===== src/rtl/muldiv_iter_pkg.sv =====
`default_nettype none
// +------------------------------------------------------------------+
// | muldiv_iter_pkg                                                  |
// | Operation and state encodings for the iterative HI/LO unit.      |
// | Revision: 1.0                                                    |
// +------------------------------------------------------------------+
package muldiv_iter_pkg;

  typedef enum logic [2:0] {
    OP_NOP  = 3'd0,
    OP_MUL  = 3'd1,
    OP_MADD = 3'd2,
    OP_MSUB = 3'd3,
    OP_DIV  = 3'd4,
    OP_MTHI = 3'd5,
    OP_MTLO = 3'd6
  } muldiv_op_t;

  typedef enum logic [1:0] {
    MD_IDLE = 2'd0,
    MD_MUL  = 2'd1,
    MD_DIV  = 2'd2,
    MD_FIX  = 2'd3
  } muldiv_state_t;

  function automatic logic is_mul_op(input muldiv_op_t o);
    return (o == OP_MUL) || (o == OP_MADD) || (o == OP_MSUB);
  endfunction

endpackage
`default_nettype wire


===== src/rtl/muldiv_iter_pp_step.sv =====
`default_nettype none
// +------------------------------------------------------------------+
// | mul_pp_step                                                      |
// | Adds MUL_BPC shifted copies of mcand, gated by bits, to acc_in.  |
// | Revision: 1.0                                                    |
// +------------------------------------------------------------------+
module mul_pp_step #(
  parameter int WIDTH   = 32,
  parameter int MUL_BPC = 2
) (
  input  logic [2*WIDTH-1:0] acc_in,
  input  logic [2*WIDTH-1:0] mcand,
  input  logic [MUL_BPC-1:0] bits,
  output logic [2*WIDTH-1:0] acc_out
);

  logic [2*WIDTH-1:0] w_sum;

  always_comb begin
    w_sum = acc_in;
    for (int j = 0; j < MUL_BPC; j++) begin
      if (bits[j]) w_sum = w_sum + (mcand << j);
    end
  end

  assign acc_out = w_sum;

endmodule
`default_nettype wire


===== src/rtl/muldiv_iter.sv =====
`default_nettype none
// +------------------------------------------------------------------+
// | muldiv_iter                                                      |
// | Iterative shift-add multiplier / restoring divider owning HI/LO. |
// | Revision: 1.0                                                    |
// +------------------------------------------------------------------+
module muldiv_iter
  import muldiv_iter_pkg::*;
#(
  parameter int WIDTH   = 32,
  parameter int MUL_BPC = 2
) (
  input  logic             clock,
  input  logic             reset_n,
  input  logic             start,
  input  muldiv_op_t       op,
  input  logic             op_u,
  input  logic [WIDTH-1:0] a,
  input  logic [WIDTH-1:0] b,
  input  logic             flush,
  output logic             busy,
  output logic             done,
  output logic [WIDTH-1:0] hi,
  output logic [WIDTH-1:0] lo
);

  localparam int c_dw    = 2 * WIDTH;
  localparam int c_cw    = $clog2(WIDTH) + 1;
  localparam int c_mul_k = WIDTH / MUL_BPC;
  localparam logic [c_cw-1:0] c_mul_last = c_cw'(c_mul_k - 1);
  localparam logic [c_cw-1:0] c_div_last = c_cw'(WIDTH - 1);

  if ((WIDTH % MUL_BPC) != 0) begin : g_bpc_check
    $error("muldiv_iter: MUL_BPC must divide WIDTH");
  end

  muldiv_state_t    r_state, w_state_nxt;
  logic [c_cw-1:0]  r_cnt;
  logic [c_dw-1:0]  r_acc, r_mcand;
  logic [WIDTH-1:0] r_mplier;
  muldiv_op_t       r_op;
  logic             r_q_neg, r_r_neg, r_b_zero;
  logic [WIDTH-1:0] r_hi, r_lo;

  logic             w_is_mul, w_is_div, w_accept;
  logic             w_a_neg, w_b_neg;
  logic [WIDTH-1:0] w_a_mag, w_b_mag;
  logic [c_dw-1:0]  w_rem_shift, w_step_acc, w_step_out, w_prod, w_result;
  logic [MUL_BPC-1:0] w_step_bits;
  logic [WIDTH-1:0] w_quot, w_rem;

  assign w_is_mul = is_mul_op(op);
  assign w_is_div = (op == OP_DIV);
  assign w_accept = (r_state == MD_IDLE) && start && !flush;
  assign w_a_neg  = !op_u && a[WIDTH-1];
  assign w_b_neg  = !op_u && b[WIDTH-1];
  assign w_a_mag  = w_a_neg ? -a : a;
  assign w_b_mag  = w_b_neg ? -b : b;

  // Divider reuses the adder: r_mcand holds -divisor, so one gated add is the trial subtract.
  assign w_rem_shift = {r_acc[c_dw-2:0], r_mplier[WIDTH-1]};
  assign w_step_acc  = (r_state == MD_DIV) ? w_rem_shift : r_acc;
  assign w_step_bits = (r_state == MD_DIV) ? MUL_BPC'(1) : r_mplier[MUL_BPC-1:0];

  mul_pp_step #(.WIDTH(WIDTH), .MUL_BPC(MUL_BPC)) u_pp_step (
    .acc_in  (w_step_acc),
    .mcand   (r_mcand),
    .bits    (w_step_bits),
    .acc_out (w_step_out)
  );

  always_comb begin
    w_prod = r_q_neg ? -r_acc : r_acc;
    w_quot = r_b_zero ? '1 : (r_q_neg ? -r_mplier : r_mplier);
    w_rem  = r_r_neg ? -r_acc[WIDTH-1:0] : r_acc[WIDTH-1:0];
    case (r_op)
      OP_MADD: w_result = {r_hi, r_lo} + w_prod;
      OP_MSUB: w_result = {r_hi, r_lo} - w_prod;
      OP_DIV:  w_result = {w_rem, w_quot};
      default: w_result = w_prod;
    endcase
  end

  always_ff @(posedge clock or negedge reset_n) begin
    if (!reset_n) r_state <= MD_IDLE;
    else          r_state <= w_state_nxt;
  end

  always_comb begin
    w_state_nxt = r_state;
    busy        = 1'b0;
    done        = 1'b0;
    case (r_state)
      MD_IDLE: begin
        if (w_accept && w_is_mul) begin
          w_state_nxt = MD_MUL;
          busy        = 1'b1;
        end else if (w_accept && w_is_div) begin
          w_state_nxt = MD_DIV;
          busy        = 1'b1;
        end
      end
      MD_MUL: begin
        busy = 1'b1;
        if (r_cnt == c_mul_last) w_state_nxt = MD_FIX;
      end
      MD_DIV: begin
        busy = 1'b1;
        if (r_cnt == c_div_last) w_state_nxt = MD_FIX;
      end
      MD_FIX: begin
        done        = 1'b1;
        w_state_nxt = MD_IDLE;
      end
      default: w_state_nxt = MD_IDLE;
    endcase
    if (flush) begin
      w_state_nxt = MD_IDLE;
      done        = 1'b0;
    end
  end

  always_ff @(posedge clock or negedge reset_n) begin
    if (!reset_n) begin
      r_cnt    <= '0;
      r_acc    <= '0;
      r_mcand  <= '0;
      r_mplier <= '0;
      r_op     <= OP_NOP;
      r_q_neg  <= 1'b0;
      r_r_neg  <= 1'b0;
      r_b_zero <= 1'b0;
      r_hi     <= '0;
      r_lo     <= '0;
    end else if (flush) begin
      r_cnt <= '0;
    end else begin
      case (r_state)
        MD_IDLE: begin
          if (start && op == OP_MTHI) r_hi <= a;
          if (start && op == OP_MTLO) r_lo <= a;
          if (start && (w_is_mul || w_is_div)) begin
            r_cnt    <= '0;
            r_op     <= op;
            r_q_neg  <= w_a_neg ^ w_b_neg;
            r_r_neg  <= w_a_neg;
            r_b_zero <= (b == '0);
            r_acc    <= '0;
            r_mcand  <= w_is_div ? -{{WIDTH{1'b0}}, w_b_mag} : {{WIDTH{1'b0}}, w_a_mag};
            r_mplier <= w_is_div ? w_a_mag : w_b_mag;
          end
        end
        MD_MUL: begin
          r_acc    <= w_step_out;
          r_mcand  <= r_mcand << MUL_BPC;
          r_mplier <= r_mplier >> MUL_BPC;
          r_cnt    <= r_cnt + 1'b1;
        end
        MD_DIV: begin
          // Non-negative trial result means the divisor fits: keep it and shift in a 1.
          if (!w_step_out[c_dw-1]) begin
            r_acc    <= w_step_out;
            r_mplier <= {r_mplier[WIDTH-2:0], 1'b1};
          end else begin
            r_acc    <= w_rem_shift;
            r_mplier <= {r_mplier[WIDTH-2:0], 1'b0};
          end
          r_cnt <= r_cnt + 1'b1;
        end
        MD_FIX: {r_hi, r_lo} <= w_result;
        default: ;
      endcase
    end
  end

  assign hi = r_hi;
  assign lo = r_lo;

endmodule
`default_nettype wire


===== config.mk =====
export PLATFORM = sky130hd
export DESIGN_NAME = muldiv_iter
export DESIGN_NICKNAME = d
export VERILOG_FILES = /design/src/rtl/muldiv_iter_pkg.sv /design/src/rtl/muldiv_iter_pp_step.sv /design/src/rtl/muldiv_iter.sv
export SDC_FILE = /design/constraint.sdc
export NUM_CORES = 2
export LEC_CHECK = 0
export CAP_MARGIN = 20
export CORE_UTILIZATION = 40
export DETAILED_ROUTE_END_ITERATION = 12
export DONT_BUFFER_PORTS = 1
export HOLD_SLACK_MARGIN = 0.06
export SETUP_SLACK_MARGIN = 0.2
export SLEW_MARGIN = 20
export SYNTH_ARGS = -nofsm -noshare
export SYNTH_HDL_FRONTEND = slang
export SYNTH_SLANG_ARGS = --single-unit

===== constraint.sdc =====
create_clock -name clock -period 9.35 [get_ports clock]
set_clock_uncertainty 0.2 [all_clocks]
set_input_delay 1.87 -clock clock [delete_from_list [all_inputs] [get_ports clock]]
set_output_delay 1.87 -clock clock [all_outputs]
set_load 0.02 [all_outputs]

# Yosys cells after proc, flatten, opt, wreduce, memory -nomap -nowiden
# Index checks and enable logic that the tools add are counted.
# Widths: inputs -> output; s select.
[op_classes]
addsub = 11
eq_ne = 21
n_mux = 39
bitwise = 2
n_reduce_logical = 28
[ops]
columns = ["operator", "count"]
rows = [
  ["$mux 64", 8],
  ["$pmux 64 s3", 2],
  ["$mux 32", 9],
  ["$add 64x64->64", 3],
  ["$neg 32->32", 4],
  ["$pmux 32 s2", 2],
  ["$pmux 64 s2", 1],
  ["$pmux 32 s3", 1],
  ["$neg 32->64", 1],
  ["$neg 64->64", 1],
  ["$sub 64x64->64", 1],
  ["$logic_not 32->1", 1],
  ["$reduce_and 3->1", 6],
  ["$eq 3x2->1 const B", 4],
  ["$eq 3x3->1 const B", 4],
  ["$mux 2", 6],
  ["$mux 6", 2],
  ["$pmux 6 s2", 1],
  ["$logic_and 1x1->1", 9],
  ["$pmux 2 s4", 1],
  ["$add 6x1->6 const B", 1],
  ["$eq 6x4->1 const B", 1],
  ["$eq 6x5->1 const B", 1],
  ["$ne 2x1->1 const B", 3],
  ["17 further kinds", 28],
]
[word_totals]
reg_bits = 238
inputBits = 72
output_inout_bits = 66
word_cells = 112

# Depth between registers and ports, before layout
[logic_depth]
ltp_word = 8
mapped_depth = 35
mapped_depth_nobuf = 31

# Cells and area by module
# A second synthesis with hierarchy kept.
[unflattened]
hier_cells = 4441
area_unflattened_um2 = 32585.0
[by_module_without_submodules]
columns = ["module", "n_inst", "cells_each", "area_per_inst_um2"]
rows = [
  ["muldiv_iter", 1, 3164, 23761.5],
  ["mul_pp_step", 1, 1277, 8823.5],
]

# Worst setup path before layout
# Ideal clock, no wire load.
[synth_timing]
path_kind = "reg-to-reg"
startpoint = "reg r_state[0]"
endpoint = "reg r_acc[63]"
setup_ns = 0.121
arrival_time_ns = 7.326
required_time_ns = 9.029
path_slack_ns = 1.703
path_stages_with_launch = 35
synth_period_minus_slack_ns = 7.647
path_cell_list = "dfrtp_1 > inv_1 > ha_1 > clkbuf_1 > buf_1 > clkbuf_1 > o21ai_0 > ha_1 > fa_1 > a211oi_1 > nor4_1 > or2_2 > o311ai_0 > a211oi_1 > a211oi_1 > o2111ai_1 > nand2_1 > nor3_1 > nor3_1 > xor2_1 > o21ai_0 > ha_1 > clkbuf_1 > a21o_1 > a21oi_1 > o21bai_1 > a21o_1 > a21o_1 > a221o_1 > a21oi_1 > o21ai_0 > xnor2_1 > nor2_1 > xnor2_1 > a22o_1"
[synth_via]
elab_chain_cells = 8
word_cells_on_any_way = 14
[synth_rtl]
columns = ["element", "line", "rtl"]
rows = [
  ["start, declared", "muldiv_iter.sv:37", "muldiv_state_t r_state, w_state_nxt;"],
  ["start signal, assigned", "muldiv_iter.sv:86", "else r_state <= w_state_nxt;"],
  ["$eq 2x2->1", "muldiv_iter.sv:62, muldiv_iter.sv:63, muldiv_iter.sv:138", ""],
  ["$mux 64", "muldiv_iter.sv:62", "assign w_step_acc = (r_state == MD_DIV) ? w_rem_shift : r_acc;"],
  ["$add 64x64->64", "muldiv_iter_pp_step.sv:22", "if (bits[j]) w_sum = w_sum + (mcand << j);"],
  ["$mux 64", "muldiv_iter_pp_step.sv:22", ""],
  ["$add 64x64->64", "muldiv_iter_pp_step.sv:22", ""],
  ["$mux 64", "muldiv_iter_pp_step.sv:22", ""],
  ["$mux 64", "muldiv_iter.sv:161", "if (!w_step_out[c_dw-1]) begin"],
  ["$pmux 64 s3", "muldiv_iter.sv:138", "case (r_state)"],
  ["end signal, assigned", "muldiv_iter.sv:154", "r_acc <= w_step_out;"],
  ["end signal, assigned", "muldiv_iter.sv:162", "r_acc <= w_step_out;"],
  ["end signal, assigned", "muldiv_iter.sv:165", "r_acc <= w_rem_shift;"],
  ["end, declared", "muldiv_iter.sv:39", "logic [c_dw-1:0] r_acc, r_mcand;"],
]
# Parallel ways exist; a longest one is shown, timed or not.
# A chain may end at the register's enable or synchronous reset.

# Worst setup path after layout
[layout_timing]
startpoint = "reg r_state[0]"
endpoint = "reg r_acc[58]"
# Same word-level chain as after synthesis.

==> impl_summary.txt <==
----------------------------------------------------
[Finish]
  Synth-to-layout area growth ... 5.50%
  Combined area of the multi-input logic cells ... 25000 um2
  Count of fill cells added during filler insertion ... 8283
  Register area ... 5960 um2
  Total number of nets in the final design ... 4574
  Share of post-route cells with drive strength above 1 ... 5.45%

[Synthesis]
  Most used flip-flop cell after synthesis ... sky130_fd_sc_hd__dfrtp_1
  Number of enable flip-flop cells after synthesis ... 0
  Seq/Total Area, Yosys ... 18.3%
  List of most frequent post-synthesis cells ... sky130_fd_sc_hd__nand2_1 (536), sky130_fd_sc_hd__o21ai_0 (439), sky130_fd_sc_hd__a21oi_1 (421), sky130_fd_sc_hd__nor2_1 (348), sky130_fd_sc_hd__clkbuf_1 (316)
  Share of the synthesized area in the top cell type ... 18.3%
  Flip-flop and latch count after synthesis ... 238
  Yosys Warn Count ... 0
  Most numerous cell in the Yosys netlist ... sky130_fd_sc_hd__nand2_1
  Syn Nets ... 4831
  Async set-or-reset flop fraction in the synthesized netlist ... 100%
  Synth Area per Inst ... 7.16 um2
  Number of distinct library cells after synthesis ... 92
  Netlist area before placement ... 32500 um2
  Gate count after technology mapping ... 4544
  Cell type with the highest aggregate area in the netlist ... sky130_fd_sc_hd__dfrtp_1
  Top area cells in the synthesized netlist ... sky130_fd_sc_hd__dfrtp_1 (18%), sky130_fd_sc_hd__ha_1 (8.2%), sky130_fd_sc_hd__o21ai_0 (6.8%), sky130_fd_sc_hd__a21oi_1 (6.5%), sky130_fd_sc_hd__nand2_1 (6.2%)

[Worst setup path]
  Data required time of the worst path ... 9.60 ns
  Number of buffers and inverters on the critical path ... 3
  Kind of start point of the critical path ... flip-flop
  Cell with the biggest individual delay on the critical path ... sky130_fd_sc_hd__ha_4
  Data arrival time of the worst path ... 8.64 ns
  Critical path capture point type ... flip-flop
  Slowest stage delay, CP ... 0.61 ns
  Setup slack, reg-to-reg ... 0.96 ns
  Worst Path Class, Setup ... flip-flop to flip-flop
  Biggest fanout along the worst timing path ... 46
  Cell repeated most along the worst path ... sky130_fd_sc_hd__o21ai_0
  Family of cells with the greatest summed delay on the critical path ... compound AO/OA/AOI/OAI gates

[Detailed routing]
  WL per Instance ... 25.4 um
  DRC violation total after the first TritonRoute iteration ... 3663
  Routed Antenna Nets ... 0
  Per-cell via count in the routed design ... 6.40
  First-pass iteration count of the detailed router ... 7
  Vias post-DR ... 34413
  Count of unresolved DRC violations after routing ... 0
  Total Routed Length ... 136000 um

[Global routing]
  Via count of the first global-routing pass ... 31718
  Global-route wire length before repair ... 205000 um
  Total congestion overflow ... 0
  Total global routing track utilization ... 32.2%
  Pin count of the biggest net entering global routing ... 239
  Number of antenna violations at the first check in global routing ... 7

[CTS]
  Number of sinks driven by the clock tree ... 238
  TritonCTS clock tree ... built
  Number of buffers inserted during clock tree synthesis ... 34
  Total number of H-tree levels ... 2
  Latest clock arrival within the worst-skew pair ... 0.57 ns
  Hold buffer count at CTS ... 0
  Cell chosen for the clock root ... sky130_fd_sc_hd__clkbuf_16
  Setup fix buffers added after clock tree synthesis ... 0
  Clock Tree Buf Depth ... 3
  Count of instances resized after the clock tree is built ... 0
  Clock-pin transition on the worst setup and hold timing paths ... 0.06 ns

[STA]
  Final count of negative-setup-slack endpoints ... 0
  Relative slew margins ... 26.3%
  Min Clock Period, post-route ... 8.39 ns
  Fraction of the cycle the final worst path needs ... 89.7%
  Max-slew violation total from the final report ... 0
  Final hold vios ... 0
  Setup repair after global routing missed its margin ... no
  Maximum frequency from static timing analysis ... 119 MHz
  TNS Setup ... 0 ns
  Slew at the pin with the worst max-slew slack ... 1.10 ns

[Worst hold path]
  Path category of the worst min-delay check ... flip-flop to flip-flop

[Status]
  Result of the run ... completed

[Floorplan]
  Die width ... 287 um
  Ports ... 138
  Initial Utilization ... 40.4%
  Core area ... 80500 um2
  Die area ... 82500 um2
  Site row count ... 104
  Die height ... 287 um

[Run]
  Count of max-cap constraint violations ... 0

[Placed design]
  Number of input and output port buffers inserted ... 0
  HPWL reported at the end of detailed placement ... 105000 um
  GP Congestion ... 0.999

----------------------------------------------------
## through the flow
| step | hold slack, ns | util, % | cells | setup slack (ns) | area [um2] |
|---|---|---|---|---|---|
| after detailed placement | 0.280 | 41.1 | 5311 | 1.09 | 33100 |
| after global routing | 0.350 | 42.6 | 5372 | 0.377 | 34300 |
| after global placement | 0.266 | 41.1 | 5311 | 1.12 | 33100 |
| after floorplan | 0.300 | - | 4544 | 1.70 | 32500 |
| final | 0.291 | 42.6 | 5376 | 0.964 | 34300 |
| after CTS | 0.293 | 42.6 | 5370 | 1.06 | 34300 |
## flip-flops by register name, summed over array words and instances (netlist names)
name / cells
r_mcand: 64
r_cnt: 6
hi: 32
r_r_neg: 1
r_op: 3
lo: 32
r_acc: 64
r_b_zero: 1
r_mplier: 32
r_q_neg: 1
r_state: 2
## metal layers
metal / part of all wire, % / vias to the layer above / GRT usage [%]
li1: - / 16157 / -
met1: 43 / 16516 / 43.3
met2: 44 / 1463 / 50.0
met3: 8.5 / 273 / 5.85
met4: 4.8 / 4 / 14.0
met5: 0.025 / - / 0
## cell type report
type | count | share of cell area [%]
clock buffers | 46 | 2.91
inverters | 88 | 0.962
flip-flops and latches | 238 | 17.4
multi-input cells | 3869 | 72.9
clock inverters | 13 | 0.663
diodes | 6 | 0.0437
well taps | 1060 | 3.86
repair buffers | 56 | 1.26
## logic make-up after synthesis
kind of cell	count (synthesis)	share of synthesized area, %
AO/OA/AOI/OAI	1610	31.4
AND/OR/NAND/NOR	1528	22.3
buffers and inverters	437	5.12
XOR/XNOR	432	11.7
flip-flops	238	18.3
adder cells (fa/ha/maj)	215	8.34
multiplexers	84	2.80
## worst register-to-register path: cells and delay by family (launching register included)
family,cells,cell delay [ns]
xor+xnor,2,0.34
flops,1,0.48
simple gates,6,1.26
compound gates,13,3.63
buf+inv,3,0.67
fa+ha+maj,4,1.68
## final timing paths
kind / startpoint / end / depth (start not counted)
max in group asynchronous: reset_n / r_q_neg$_DFFE_PN0P_ / 0
worst max register to register: r_state[0]$_DFFE_PN0P_ / r_acc[58]$_DFFE_PN0P_ / 28
worst max-delay path: r_state[0]$_DFFE_PN0P_ / r_acc[58]$_DFFE_PN0P_ / 28
worst min register to register: r_b_zero$_DFFE_PN0P_ / r_b_zero$_DFFE_PN0P_ / 2
min in group asynchronous: reset_n / hi[24]$_DFFE_PN0P_ / 0
worst min-delay path: r_b_zero$_DFFE_PN0P_ / r_b_zero$_DFFE_PN0P_ / 2
## cell usage in the layout, fill, tap and decap left out, types with 25 or more instances in the layout
master | synthesis | final
sky130_fd_sc_hd__a211oi_1 | 70 | 70
sky130_fd_sc_hd__a21o_1 | 147 | 147
sky130_fd_sc_hd__a21oi_1 | 421 | 421
sky130_fd_sc_hd__a221o_1 | 32 | 32
sky130_fd_sc_hd__a22oi_1 | 45 | 45
sky130_fd_sc_hd__a31oi_1 | 49 | 49
sky130_fd_sc_hd__and3_1 | 42 | 42
sky130_fd_sc_hd__buf_4 | 0 | 55
sky130_fd_sc_hd__clkbuf_16 | 0 | 37
sky130_fd_sc_hd__dfrtp_1 | 238 | 237
sky130_fd_sc_hd__ha_1 | 212 | 209
sky130_fd_sc_hd__inv_1 | 87 | 87
sky130_fd_sc_hd__mux2_2 | 56 | 56
sky130_fd_sc_hd__mux2i_1 | 28 | 28
sky130_fd_sc_hd__nand2_1 | 536 | 534
sky130_fd_sc_hd__nand2b_1 | 41 | 41
sky130_fd_sc_hd__nand3_1 | 140 | 140
sky130_fd_sc_hd__nand4_1 | 60 | 60
sky130_fd_sc_hd__nor2_1 | 348 | 344
sky130_fd_sc_hd__nor2b_1 | 43 | 41
sky130_fd_sc_hd__nor3_1 | 94 | 91
sky130_fd_sc_hd__nor4_1 | 42 | 42
sky130_fd_sc_hd__o211ai_1 | 42 | 42
sky130_fd_sc_hd__o21a_1 | 33 | 33
sky130_fd_sc_hd__o21ai_0 | 439 | 439
sky130_fd_sc_hd__o21bai_1 | 29 | 28
sky130_fd_sc_hd__o221ai_1 | 25 | 25
sky130_fd_sc_hd__o22ai_1 | 35 | 35
sky130_fd_sc_hd__o31ai_1 | 74 | 74
sky130_fd_sc_hd__or3_1 | 41 | 40
sky130_fd_sc_hd__or4_1 | 31 | 31
sky130_fd_sc_hd__xnor2_1 | 206 | 206
sky130_fd_sc_hd__xor2_1 | 224 | 224
Power is not shown: default switching activity piles up to over one toggle a cycle in this logic, so the estimate is an artifact.
